===== config.mk =====
export PLATFORM = sky130hd
export DESIGN_NAME = echo_ctrl_flat
export DESIGN_NICKNAME = d
export VERILOG_FILES = /design/src/rtl/echo_ctrl_pkg.sv /design/src/rtl/echo_ctrl_if.sv /design/src/rtl/echo_ctrl_key_debounce.sv /design/src/rtl/echo_ctrl.sv /design/src/flat_wrapper.sv
export SDC_FILE = /design/constraint.sdc
export NUM_CORES = 1
export LEC_CHECK = 0
export ABC_AREA = 1
export BUFFER_PORTS_ARGS = -buffer_cell sky130_fd_sc_hd__buf_2
export CAP_MARGIN = 20
export CORE_ASPECT_RATIO = 1.5
export CORE_MARGIN = 1.5
export CORE_UTILIZATION = 59
export CTS_BUF_LIST = sky130_fd_sc_hd__clkbuf_2 sky130_fd_sc_hd__clkbuf_4 sky130_fd_sc_hd__clkbuf_8
export CTS_CLUSTER_SIZE = 30
export DETAILED_ROUTE_END_ITERATION = 7
export PLACE_DENSITY_LB_ADDON = 0.08
export SKIP_CTS_REPAIR_TIMING = 1
export SLEW_MARGIN = 20
export SYNTH_ARGS = -nofsm -noshare
export SYNTH_HDL_FRONTEND = slang
export SYNTH_SLANG_ARGS = --single-unit

===== constraint.sdc =====
create_clock -name clk -period 3.5 [get_ports clk]
set_input_delay 0.7 -clock clk [delete_from_list [all_inputs] [get_ports clk]]
set_output_delay 0.7 -clock clk [all_outputs]
set_load 0.005 [all_outputs]

===== src/rtl/echo_ctrl_pkg.sv =====
// echo_ctrl shared types and widths.
// Imported by the panel controller and its key path.
package echo_ctrl_pkg;

    typedef enum logic [1:0] {
        BYPASS,
        RUN,
        FLUSH
    } state_t;

    localparam int FLUSH_W = 13;
    localparam int PARA_W  = 3;

endpackage


===== src/rtl/echo_ctrl_if.sv =====
// Panel-side bundle: keys and sample tick in,
// echo datapath controls and status out.
interface echo_ctrl_if;
    import echo_ctrl_pkg::*;

    logic              sample_tick;
    logic              key_en_n;
    logic              key_delay_n;
    logic              key_gain_n;
    logic              en;
    logic [PARA_W-1:0] delay_para;
    logic [PARA_W-1:0] gain_para;
    logic              busy;
    logic              user_on;

    modport master (
        output sample_tick,
        output key_en_n,
        output key_delay_n,
        output key_gain_n,
        input  en,
        input  delay_para,
        input  gain_para,
        input  busy,
        input  user_on
    );

    modport slave (
        input  sample_tick,
        input  key_en_n,
        input  key_delay_n,
        input  key_gain_n,
        output en,
        output delay_para,
        output gain_para,
        output busy,
        output user_on
    );

endinterface


===== src/rtl/echo_ctrl_key_debounce.sv =====
// Active-low key: 2-FF synchronizer, stability counter,
// one-clk press pulse on the debounced falling edge.
module key_debounce #(
    parameter int DEBOUNCE_CYCLES = 1_000_000
) (
    input  logic clk,
    input  logic reset_n,
    input  logic key_n,
    output logic press
);

    localparam int CW = $clog2(DEBOUNCE_CYCLES + 1);
    localparam logic [CW-1:0] LAST = CW'(DEBOUNCE_CYCLES - 1);

    logic          sync1;
    logic          sync2;
    logic          level;
    logic [CW-1:0] cnt;

    always_ff @(posedge clk or negedge reset_n) begin
        if (!reset_n) begin
            sync1 <= 1'b1;
            sync2 <= 1'b1;
            level <= 1'b1;
            cnt   <= '0;
            press <= 1'b0;
        end else begin
            sync1 <= key_n;
            sync2 <= sync1;
            press <= 1'b0;
            // any return to the accepted level restarts the count
            if (sync2 == level) begin
                cnt <= '0;
            end else if (cnt == LAST) begin
                level <= sync2;
                cnt   <= '0;
                press <= ~sync2;
            end else begin
                cnt <= cnt + CW'(1);
            end
        end
    end

endmodule


===== src/rtl/echo_ctrl.sv =====
// Echo front-panel controller: keys, parameter registers,
// and bypass-until-refilled handling after delay changes.
module echo_ctrl
    import echo_ctrl_pkg::*;
#(
    parameter int DEBOUNCE_CYCLES = 1_000_000,
    parameter int DELAY_STEP      = 500,
    parameter int DEF_DELAY       = 3,
    parameter int DEF_GAIN        = 4
) (
    input logic         clk,
    input logic         reset_n,
    echo_ctrl_if.slave  bus
);

    logic p_en;
    logic p_delay;
    logic p_gain;

    key_debounce #(.DEBOUNCE_CYCLES(DEBOUNCE_CYCLES)) u_key_en (
        .clk(clk), .reset_n(reset_n),
        .key_n(bus.key_en_n), .press(p_en)
    );

    key_debounce #(.DEBOUNCE_CYCLES(DEBOUNCE_CYCLES)) u_key_delay (
        .clk(clk), .reset_n(reset_n),
        .key_n(bus.key_delay_n), .press(p_delay)
    );

    key_debounce #(.DEBOUNCE_CYCLES(DEBOUNCE_CYCLES)) u_key_gain (
        .clk(clk), .reset_n(reset_n),
        .key_n(bus.key_gain_n), .press(p_gain)
    );

    state_t             state;
    logic               en;
    logic               busy;
    logic               user_on;
    logic [PARA_W-1:0]  delay_para;
    logic [PARA_W-1:0]  gain_para;
    logic [FLUSH_W-1:0] cnt;
    logic [FLUSH_W-1:0] cnt_nxt;
    logic [FLUSH_W-1:0] target;

    assign cnt_nxt = cnt + FLUSH_W'(1);
    assign target  = FLUSH_W'(DELAY_STEP)
                   * (FLUSH_W'(delay_para) + FLUSH_W'(1));

    always_ff @(posedge clk or negedge reset_n) begin
        if (!reset_n) begin
            state      <= BYPASS;
            en         <= 1'b0;
            busy       <= 1'b0;
            user_on    <= 1'b0;
            cnt        <= '0;
            delay_para <= PARA_W'(DEF_DELAY);
            gain_para  <= PARA_W'(DEF_GAIN);
        end else begin
            if (p_gain)
                gain_para <= gain_para + PARA_W'(1);
            if (p_delay)
                delay_para <= delay_para + PARA_W'(1);
            unique case (state)
                BYPASS: begin
                    if (p_en) begin
                        state   <= p_delay ? FLUSH : RUN;
                        en      <= ~p_delay;
                        busy    <= p_delay;
                        user_on <= 1'b1;
                        cnt     <= '0;
                    end
                end
                RUN: begin
                    if (p_en) begin
                        state   <= BYPASS;
                        en      <= 1'b0;
                        user_on <= 1'b0;
                    end else if (p_delay) begin
                        state <= FLUSH;
                        en    <= 1'b0;
                        busy  <= 1'b1;
                        cnt   <= '0;
                    end
                end
                FLUSH: begin
                    // en wins; a new delay restarts against the new target
                    if (p_en) begin
                        state   <= BYPASS;
                        busy    <= 1'b0;
                        user_on <= 1'b0;
                        cnt     <= '0;
                    end else if (p_delay) begin
                        cnt <= '0;
                    end else if (bus.sample_tick) begin
                        if (cnt_nxt == target) begin
                            state <= RUN;
                            en    <= 1'b1;
                            busy  <= 1'b0;
                            cnt   <= '0;
                        end else begin
                            cnt <= cnt_nxt;
                        end
                    end
                end
                default: begin
                    state <= BYPASS;
                    en    <= 1'b0;
                    busy  <= 1'b0;
                end
            endcase
        end
    end

    assign bus.en         = en;
    assign bus.busy       = busy;
    assign bus.user_on    = user_on;
    assign bus.delay_para = delay_para;
    assign bus.gain_para  = gain_para;

endmodule


===== src/flat_wrapper.sv =====
// flat-port wrapper written by rule: the top's interface ports become plain ports
module echo_ctrl_flat import echo_ctrl_pkg::*;
#(
    parameter int DEBOUNCE_CYCLES = 1_000_000,
    parameter int DELAY_STEP      = 500,
    parameter int DEF_DELAY       = 3,
    parameter int DEF_GAIN        = 4
)
  (clk, reset_n, bus_sample_tick, bus_key_en_n, bus_key_delay_n, bus_key_gain_n, bus_en, bus_delay_para, bus_gain_para, bus_busy, bus_user_on);
  echo_ctrl_if bus_i ();
  input logic clk;
  input logic reset_n;
  input wire logic [$bits(bus_i.sample_tick)-1:0] bus_sample_tick;
  input wire logic [$bits(bus_i.key_en_n)-1:0] bus_key_en_n;
  input wire logic [$bits(bus_i.key_delay_n)-1:0] bus_key_delay_n;
  input wire logic [$bits(bus_i.key_gain_n)-1:0] bus_key_gain_n;
  output wire logic [$bits(bus_i.en)-1:0] bus_en;
  output wire logic [$bits(bus_i.delay_para)-1:0] bus_delay_para;
  output wire logic [$bits(bus_i.gain_para)-1:0] bus_gain_para;
  output wire logic [$bits(bus_i.busy)-1:0] bus_busy;
  output wire logic [$bits(bus_i.user_on)-1:0] bus_user_on;
  assign bus_i.sample_tick = bus_sample_tick;
  assign bus_i.key_en_n = bus_key_en_n;
  assign bus_i.key_delay_n = bus_key_delay_n;
  assign bus_i.key_gain_n = bus_key_gain_n;
  assign bus_en = bus_i.en;
  assign bus_delay_para = bus_i.delay_para;
  assign bus_gain_para = bus_i.gain_para;
  assign bus_busy = bus_i.busy;
  assign bus_user_on = bus_i.user_on;
  echo_ctrl #(.DEBOUNCE_CYCLES(DEBOUNCE_CYCLES), .DELAY_STEP(DELAY_STEP), .DEF_DELAY(DEF_DELAY), .DEF_GAIN(DEF_GAIN)) u_core (.clk(clk), .reset_n(reset_n), .bus(bus_i));
endmodule

==> impl_metrics.json, run 1 <==
{
  "status": "complete, but fails checks",
  "violations": "setup timing",
  "yosysWarnings": 0,
  "synth_cell_types": 45,
  "clock_path_buffers": 2,
  "synth_fa_ha_area_share_pct": 7.34,
  "min_period_over_period_pct": 103,
  "fin_nets": 799,
  "overflow": 0,
  "r2r-end": "u_core.cnt[5]",
  "dr.pass1.iters": 5,
  "regToRegSetupSlack_ps": -110,
  "dieArea_um2": 10400,
  "top_level_ports": 15,
  "core-area_um2": 9630,
  "start_kind": "flop",
  "synth_ff_type": "dfrtp_1",
  "ant_nets": 0,
  "drc_errors": 0,
  "cts_made_buffers": 9,
  "cp-end-kind": "flop",
  "fin_skew_ps": 11.2,
  "maxSlewHeadroom_pct": 49.2,
  "finalWirelength_mm": 11.9,
  "drtIter0Drc": 283,
  "synth.area.top_cells": "dfrtp_1 36%, nand2_1 11%, inv_1 7.0%",
  "vias": 4788,
  "dp_cells": 862,
  "worstHoldPathType": "in2async",
  "placed_area_um2": 6190,
  "clock_latency_ps": 370,
  "total_power_w": 0.00193,
  "grt_pass1_vias": 4731,
  "synth_edf_count": 0,
  "fin_area_um2": 6530,
  "synth_xor_area_share_pct": 4.08,
  "hpwl_mm": 8.96,
  "reg2reg_depth": 20,
  "syn_nets": 764,
  "clk_pin_slew_ps": 90,
  "synth_seq_area_share_pct": 41.7,
  "synthSimpleGateAreaFrac_pct": 31.0,
  "setup_viol": 15,
  "die_x_um": 83.9,
  "start_util_pct": 60.2,
  "yosysTopAreaCellShare_pct": 36.3,
  "grt_max_degree": 84,
  "r2r_start": "u_core.bus.delay_para[0]",
  "hold_violations": 0,
  "cp.required_ps": 3740,
  "synth_top_family_by_area": "simple AND/OR/NAND/NOR gates",
  "yosysTopAreaCell": "dfrtp_1",
  "maxCapViolations": 0,
  "area_growth_pct": 12.5,
  "tns_ps": -1100,
  "cts.sinks": 96,
  "max_freq_mhz": 277,
  "synth_cells": 727,
  "ys_ff_latch": 96,
  "synth_area_um2": 5800,
  "maxSlewViolCount": 0,
  "crit_fanout": 7,
  "dieHeight_um": 124,
  "antenna_cells": 0,
  "drive_gt1_share_pct": 17.2,
  "leakagePower_nw": 3.05,
  "power_density_nw_per_um2": 296,
  "row_count": 44,
  "grt_pass1_wl_mm": 20.6,
  "worst_pin_slew_ps": 762,
  "cts-root-buf": "clkbuf_8",
  "synth.area.mux_share_pct": 0.712,
  "period_needed_ps": 3610,
  "wire_per_inst_um": 13.5,
  "syn-mean-instance-area_um2": 7.98,
  "cts_tree": "yes",
  "cp.arrival_ps": 3850,
  "final_util_pct": 67.7,
  "gp_congestion": 0.906,
  "rsz0062_at_grt": "true",
  "antenna_found_initial": 0,
  "async_flop_share_pct": 100,
  "ir_worst_vdd_uv": 312,
  "instances_no_fill": 882,
  "grt_usage_pct": 24.1,
  "io_buffers": 14,
  "h-tree-depth": 3,
  "synth_compound_area_share_pct": 7.29,
  "vias_per_cell": 5.43,
  "layout_setup_ws_ps": -106,
  "setup.worst_path.class": "reg2reg",
  "fill_cells": 798
}
## sequential cells by signal (all words and copies together) (netlist names), 2 cells and up
| signal | flops |
|---|---|
| u_core.u_key_delay.cnt | 20 |
| u_core.u_key_gain.cnt | 20 |
| u_core.bus.gain_para | 3 |
| u_core.bus.delay_para | 3 |
| u_core.state | 2 |
| u_core.cnt | 13 |
| u_core.u_key_en.cnt | 20 |
## worst max-delay path: stages (launching register included)
cell and delay [ps]:
dfstp_2 620, ha_4 170, inv_2 40, nand2_2 60, nand2_4 60, ha_4 280
inv_4 40, ha_4 230, fa_1 590, ha_4 240, a21oi_4 120, nand3b_1 120
nand2_1 90, nand3_1 60, nand2_1 70, nand3_2 90, nor2_4 140, nand3_4 140
nand2_8 120, buf_12 130, o22ai_2 60
## through the flow
step | setup slack, ps | hold WS, ps
2_1_floorplan | -0.189 | 345
3_3_place_gp | -0.892 | 346
3_5_place_dp | -96.7 | 347
4_1_cts | -135 | 361
5_1_grt | -278 | 367
6_report | -106 | 329
## how the worst max path moves through the flow
stage	to	start
3_5_place_dp	u_core.cnt[5]	u_core.bus.delay_para[0]
6_report	u_core.cnt[5]	u_core.bus.delay_para[0]
3_3_place_gp	u_core.cnt[7]	u_core.bus.delay_para[0]
5_1_grt	u_core.cnt[5]	u_core.bus.delay_para[0]
2_1_floorplan	u_core.cnt[0]	u_core.bus.delay_para[1]
4_1_cts	u_core.cnt[5]	u_core.bus.delay_para[0]
## report_power, final
part	switching [W]	leakage, nW	total, W	internal, W
sequential	0.00000846	1.24	0.00113	0.00112
clock	0.000405	0.0982	0.000741	0.000337
combinational	0.0000449	1.71	0.0000608	0.0000159
## layer usage
layer  global-route usage [%]  wire [um]  vias to the layer above
met5                        0          0                        -
met4                     10.0        304                        0
met3                     3.84        313                       28
met2                     42.5       6270                       90
met1                     29.2       5050                     2256
li1                         -          -                     2414
## final cells by class
cell class	count	area [um2]	area share, %
clock inverter	7	83.8	1.28
clock buffer	9	124	1.90
sequential	96	2420	37.0
tap	115	144	2.21
multi-input combinational	514	3110	47.7
timing repair buffer	31	224	3.43
inverter	110	423	6.48
## cell usage after synthesis, types with 2 or more instances
master	instances
nand2_1	172
inv_1	108
dfrtp_1	84
nor2_1	77
nand3_1	51
a21oi_1	30
ha_1	26
nor3_1	23
xor2_1	19
nand4_1	16
o21ai_0	14
dfstp_2	12
o22ai_2	10
nand3b_1	9
nor3_2	9
nor4_1	8
xnor2_1	8
nor2_2	7
fa_1	5
nor3b_1	5
o21ai_1	4
clkbuf_1	3
mux2i_1	3
buf_2	2
nand3_2	2
## kinds of logic (layout without fill, tap and decap cells)
kind of cell	count (synthesis)	count (layout)
xor gates and xnor gates	27	27
AOI/OAI and AO/OA	65	65
and+or+nand+nor	387	387
muxes	4	4
buffers and inverters	117	157
adders and majority gates	31	31
DFF	96	96
## layout by cell type, fill, tap and decap left out, types with 3 or more instances in the layout
cell,Yosys,final
xor2_1,19,19
clkbuf_8,0,9
nand3_2,2,5
fa_1,5,4
nand2_2,1,10
dfrtp_1,84,84
ha_4,0,6
o22ai_2,10,10
buf_6,0,3
ha_1,26,18
nor2_2,7,8
inv_2,1,6
xnor2_1,8,7
buf_4,0,14
nor2_1,77,76
inv_1,108,100
nor3_2,9,9
o21ai_1,4,6
nand3b_1,9,9
nand2_1,172,160
nor3_1,23,23
a21oi_1,30,28
buf_2,2,13
nor3b_1,5,5
nor4_1,8,8
dfstp_2,12,12
o21ai_0,14,12
nand3_1,51,48
nand4_1,16,16
mux2i_1,3,3
nand2_4,1,3
(Power assumes the default switching activity.)
==> run 2, diff against run 1 <==
--- a/config.mk
+++ b/config.mk
@@ -5,7 +5,6 @@
 export SDC_FILE = /design/constraint.sdc
 export NUM_CORES = 1
 export LEC_CHECK = 0
-export ABC_AREA = 1
 export BUFFER_PORTS_ARGS = -buffer_cell sky130_fd_sc_hd__buf_2
 export CAP_MARGIN = 20
 export CORE_ASPECT_RATIO = 1.5
==> run 2 against run 1 <==
The run still ends with setup timing left. Non-clock buffer count grew 14. First-iteration DRC count is 22% lower. Global-route usage hardly changed. Clock power is 11% higher. Sequential power about the same. Cell area down 1.6%. Synthesized cell count down 20%. Sequential cell count did not move. Total power rose by 3.7%. Wire length decreased by 6.9%. Sequential share of layout area grew 0.61 points. Largest power group unchanged.
==> impl_metrics.json, run 2 <==
{
  "yosysTopAreaCellShare_pct": 37.5,
  "cts.sinks": 96,
  "cp-end-kind": "flop",
  "grt_pass1_wl_mm": 18.9,
  "cts_tree": "yes",
  "async_flop_share_pct": 100,
  "reg_top3": "u_core.u_key_delay.cnt (20), u_core.u_key_en.cnt (20), u_core.u_key_gain.cnt (20)",
  "intPower_w": 0.00158,
  "dieArea_um2": 10100,
  "cts_made_buffers": 9,
  "syn_nets": 617,
  "start_util_pct": 60.6,
  "leakagePower_nw": 2.86,
  "core-area_um2": 9250,
  "gp_congestion": 0.965,
  "fin_nets": 655,
  "synthTopCellsByCount": "84 x dfrtp_1, 79 x nor2_1, 50 x nand2_1",
  "synth_area_um2": 5610,
  "status": "complete, but fails checks",
  "layout_setup_ws_ps": -405,
  "area_growth_pct": 14.4,
  "vias": 4264,
  "grt_pass1_vias": 4234,
  "clock_path_buffers": 2,
  "ir_worst_vdd_uv": 323,
  "synth_compound_area_share_pct": 7.49,
  "fin_skew_ps": 12.9,
  "synth.area.top_cells": "dfrtp_1 37%, xor2_1 7.2%, ha_1 5.8%",
  "synth_edf_count": 0,
  "synth_cell_types": 62,
  "min_period_over_period_pct": 112,
  "worst_pin_slew_ps": 801,
  "drtIter0Drc": 220,
  "worstHoldStart": "u_core.u_key_delay.sync1",
  "crit_path_start": "u_core.bus.delay_para[0]",
  "period_needed_ps": 3900,
  "cts-root-buf": "clkbuf_8",
  "yosysTopAreaCell": "dfrtp_1",
  "p_sw_share_pct": 21.3,
  "synth_xor_area_share_pct": 12.8,
  "io_buffers": 14,
  "top_level_ports": 15,
  "die_x_um": 82.6,
  "synth_cells": 580,
  "syn-mean-instance-area_um2": 9.68,
  "maxSlewHeadroom_pct": 46.0,
  "clk_pin_slew_ps": 100,
  "grt_usage_pct": 24.2,
  "hpwl_mm": 7.98,
  "hold_violations": 0,
  "h-tree-depth": 3,
  "setup_viol": 17,
  "max_freq_mhz": 256,
  "maxSlewViolCount": 0,
  "worstHoldPathType": "reg2reg",
  "cp.required_ps": 3740,
  "synth.area.mux_share_pct": 1.20,
  "synthSimpleGateAreaFrac_pct": 24.1,
  "crit_fanout": 6,
  "rsz0062_at_grt": "true",
  "mostFrequentLayoutCell": "dfrtp_1",
  "synth_fa_ha_area_share_pct": 7.58,
  "drive_gt1_share_pct": 18.1,
  "synth_ff_type": "dfrtp_1",
  "row_count": 43,
  "vias_per_cell": 5.80,
  "p_comb_share_pct": 2.6,
  "clock_latency_ps": 360,
  "power_density_nw_per_um2": 312,
  "start_kind": "flop",
  "antenna_found_initial": 0,
  "synth_seq_area_share_pct": 43.1,
  "grt_max_degree": 87,
  "final_cell_mix": "84 x dfrtp_1, 79 x nor2_1, 50 x nand2_1, 45 x xor2_1, 35 x nand3_1",
  "antenna_cells": 0,
  "overflow": 0,
  "final_util_pct": 69.4,
  "ys_ff_latch": 96,
  "switchingPower_w": 0.000428,
  "ant_nets": 0,
  "dr.pass1.iters": 4,
  "synth_top_family_by_area": "simple AND/OR/NAND/NOR gates",
  "yosysWarnings": 0,
  "dieHeight_um": 122,
  "cp.arrival_ps": 4150,
  "drc_errors": 0,
  "finalWirelength_mm": 11.1,
  "violations": "setup timing",
  "p_seq_share_pct": 56.5,
  "clkPwrFrac_pct": 40.9,
  "r2r_start": "u_core.bus.delay_para[0]",
  "maxCapViolations": 0,
  "setup.worst_path.class": "reg2reg",
  "holdWs_ps": 359,
  "wire_per_inst_um": 15.1,
  "synth.most_common_cell": "dfrtp_1"
}
==> run 2: metrics by stage <==
stage                     instances  setup slack [ps]  setup TNS, ps  total power [W]  area (um2)
after floorplan                 580              -365          -4210          0.00118        5740
after global placement          715              -387          -6050          0.00121        6040
after detailed placement        715              -473          -7180          0.00121        6040
after CTS                       731              -481          -7280          0.00203        6270
after global routing            735              -585          -8800          0.00209        6420
final                           735              -405          -5990          0.00201        6420
==> run 2: cell type report <==
cell class	count	area, um2
sequential	96	2420
timing repair buffer	45	329
clock buffer	12	153
fill	723	2830
tap	112	140
multi-input combinational	440	3200
clock inverter	4	77.6
inverter	26	103
==> run 2: final timing paths <==
| path | endpoint | slack, ps | cells past startpoint |
|---|---|---|---|
| setup reg to reg | u_core.state[1] | -400 | 15 |
| hold reg to reg | u_core.u_key_delay.sync2 | 360 | 0 |
| hold / removal | u_core.u_key_delay.sync2 | 360 | 0 |
| max in group asynchronous | u_core.u_key_gain.cnt[6] | 2410 | 2 |
| min in group asynchronous | u_core.cnt[1] | 380 | 1 |
| setup / recovery | u_core.state[1] | -400 | 15 |
==> run 2: power by group through the flow <==
stage	combinational [W]	sequential, W	clock (W)
after floorplan	0.0000220	0.00115	0
after global placement	0.0000519	0.00115	0
after detailed placement	0.0000532	0.00116	0
after CTS	0.0000535	0.00113	0.000846
after global routing	0.0000614	0.00114	0.000895
final	0.0000520	0.00113	0.000820
==> run 2: cells by family after synthesis <==
| kind of cell | count (synthesis) |
|---|---|
| AND/OR/NAND/NOR | 263 |
| flip-flops | 96 |
| XOR/XNOR | 79 |
| AO/OA/AOI/OAI | 61 |
| buffers and inverters | 44 |
| adder cells (fa/ha/maj) | 31 |
| multiplexers | 6 |
==> run 2: critical path: stages, from the launching register on <==
cell     delay (ps)
dfstp_2         620
ha_4            190
xnor2_4         140
ha_4            230
inv_2            70
ha_4            200
fa_1            520
ha_4            220
nor2b_1         140
o21a_1          180
or4_4           480
nand3_2         110
nand4_4         120
buf_6           170
nor4_4          290
o32ai_2         120
==> run 2: layer usage <==
layer  GRT usage, %  part of all wire, %  wire (um)  vias up
met4           12.2                  2.5        280        0
met3           4.31                  2.0        225       18
li1               -                    -          -     2099
met2           40.7                   52       5800       54
met5              0                    0          0        -
met1           29.1                   43       4800     2093
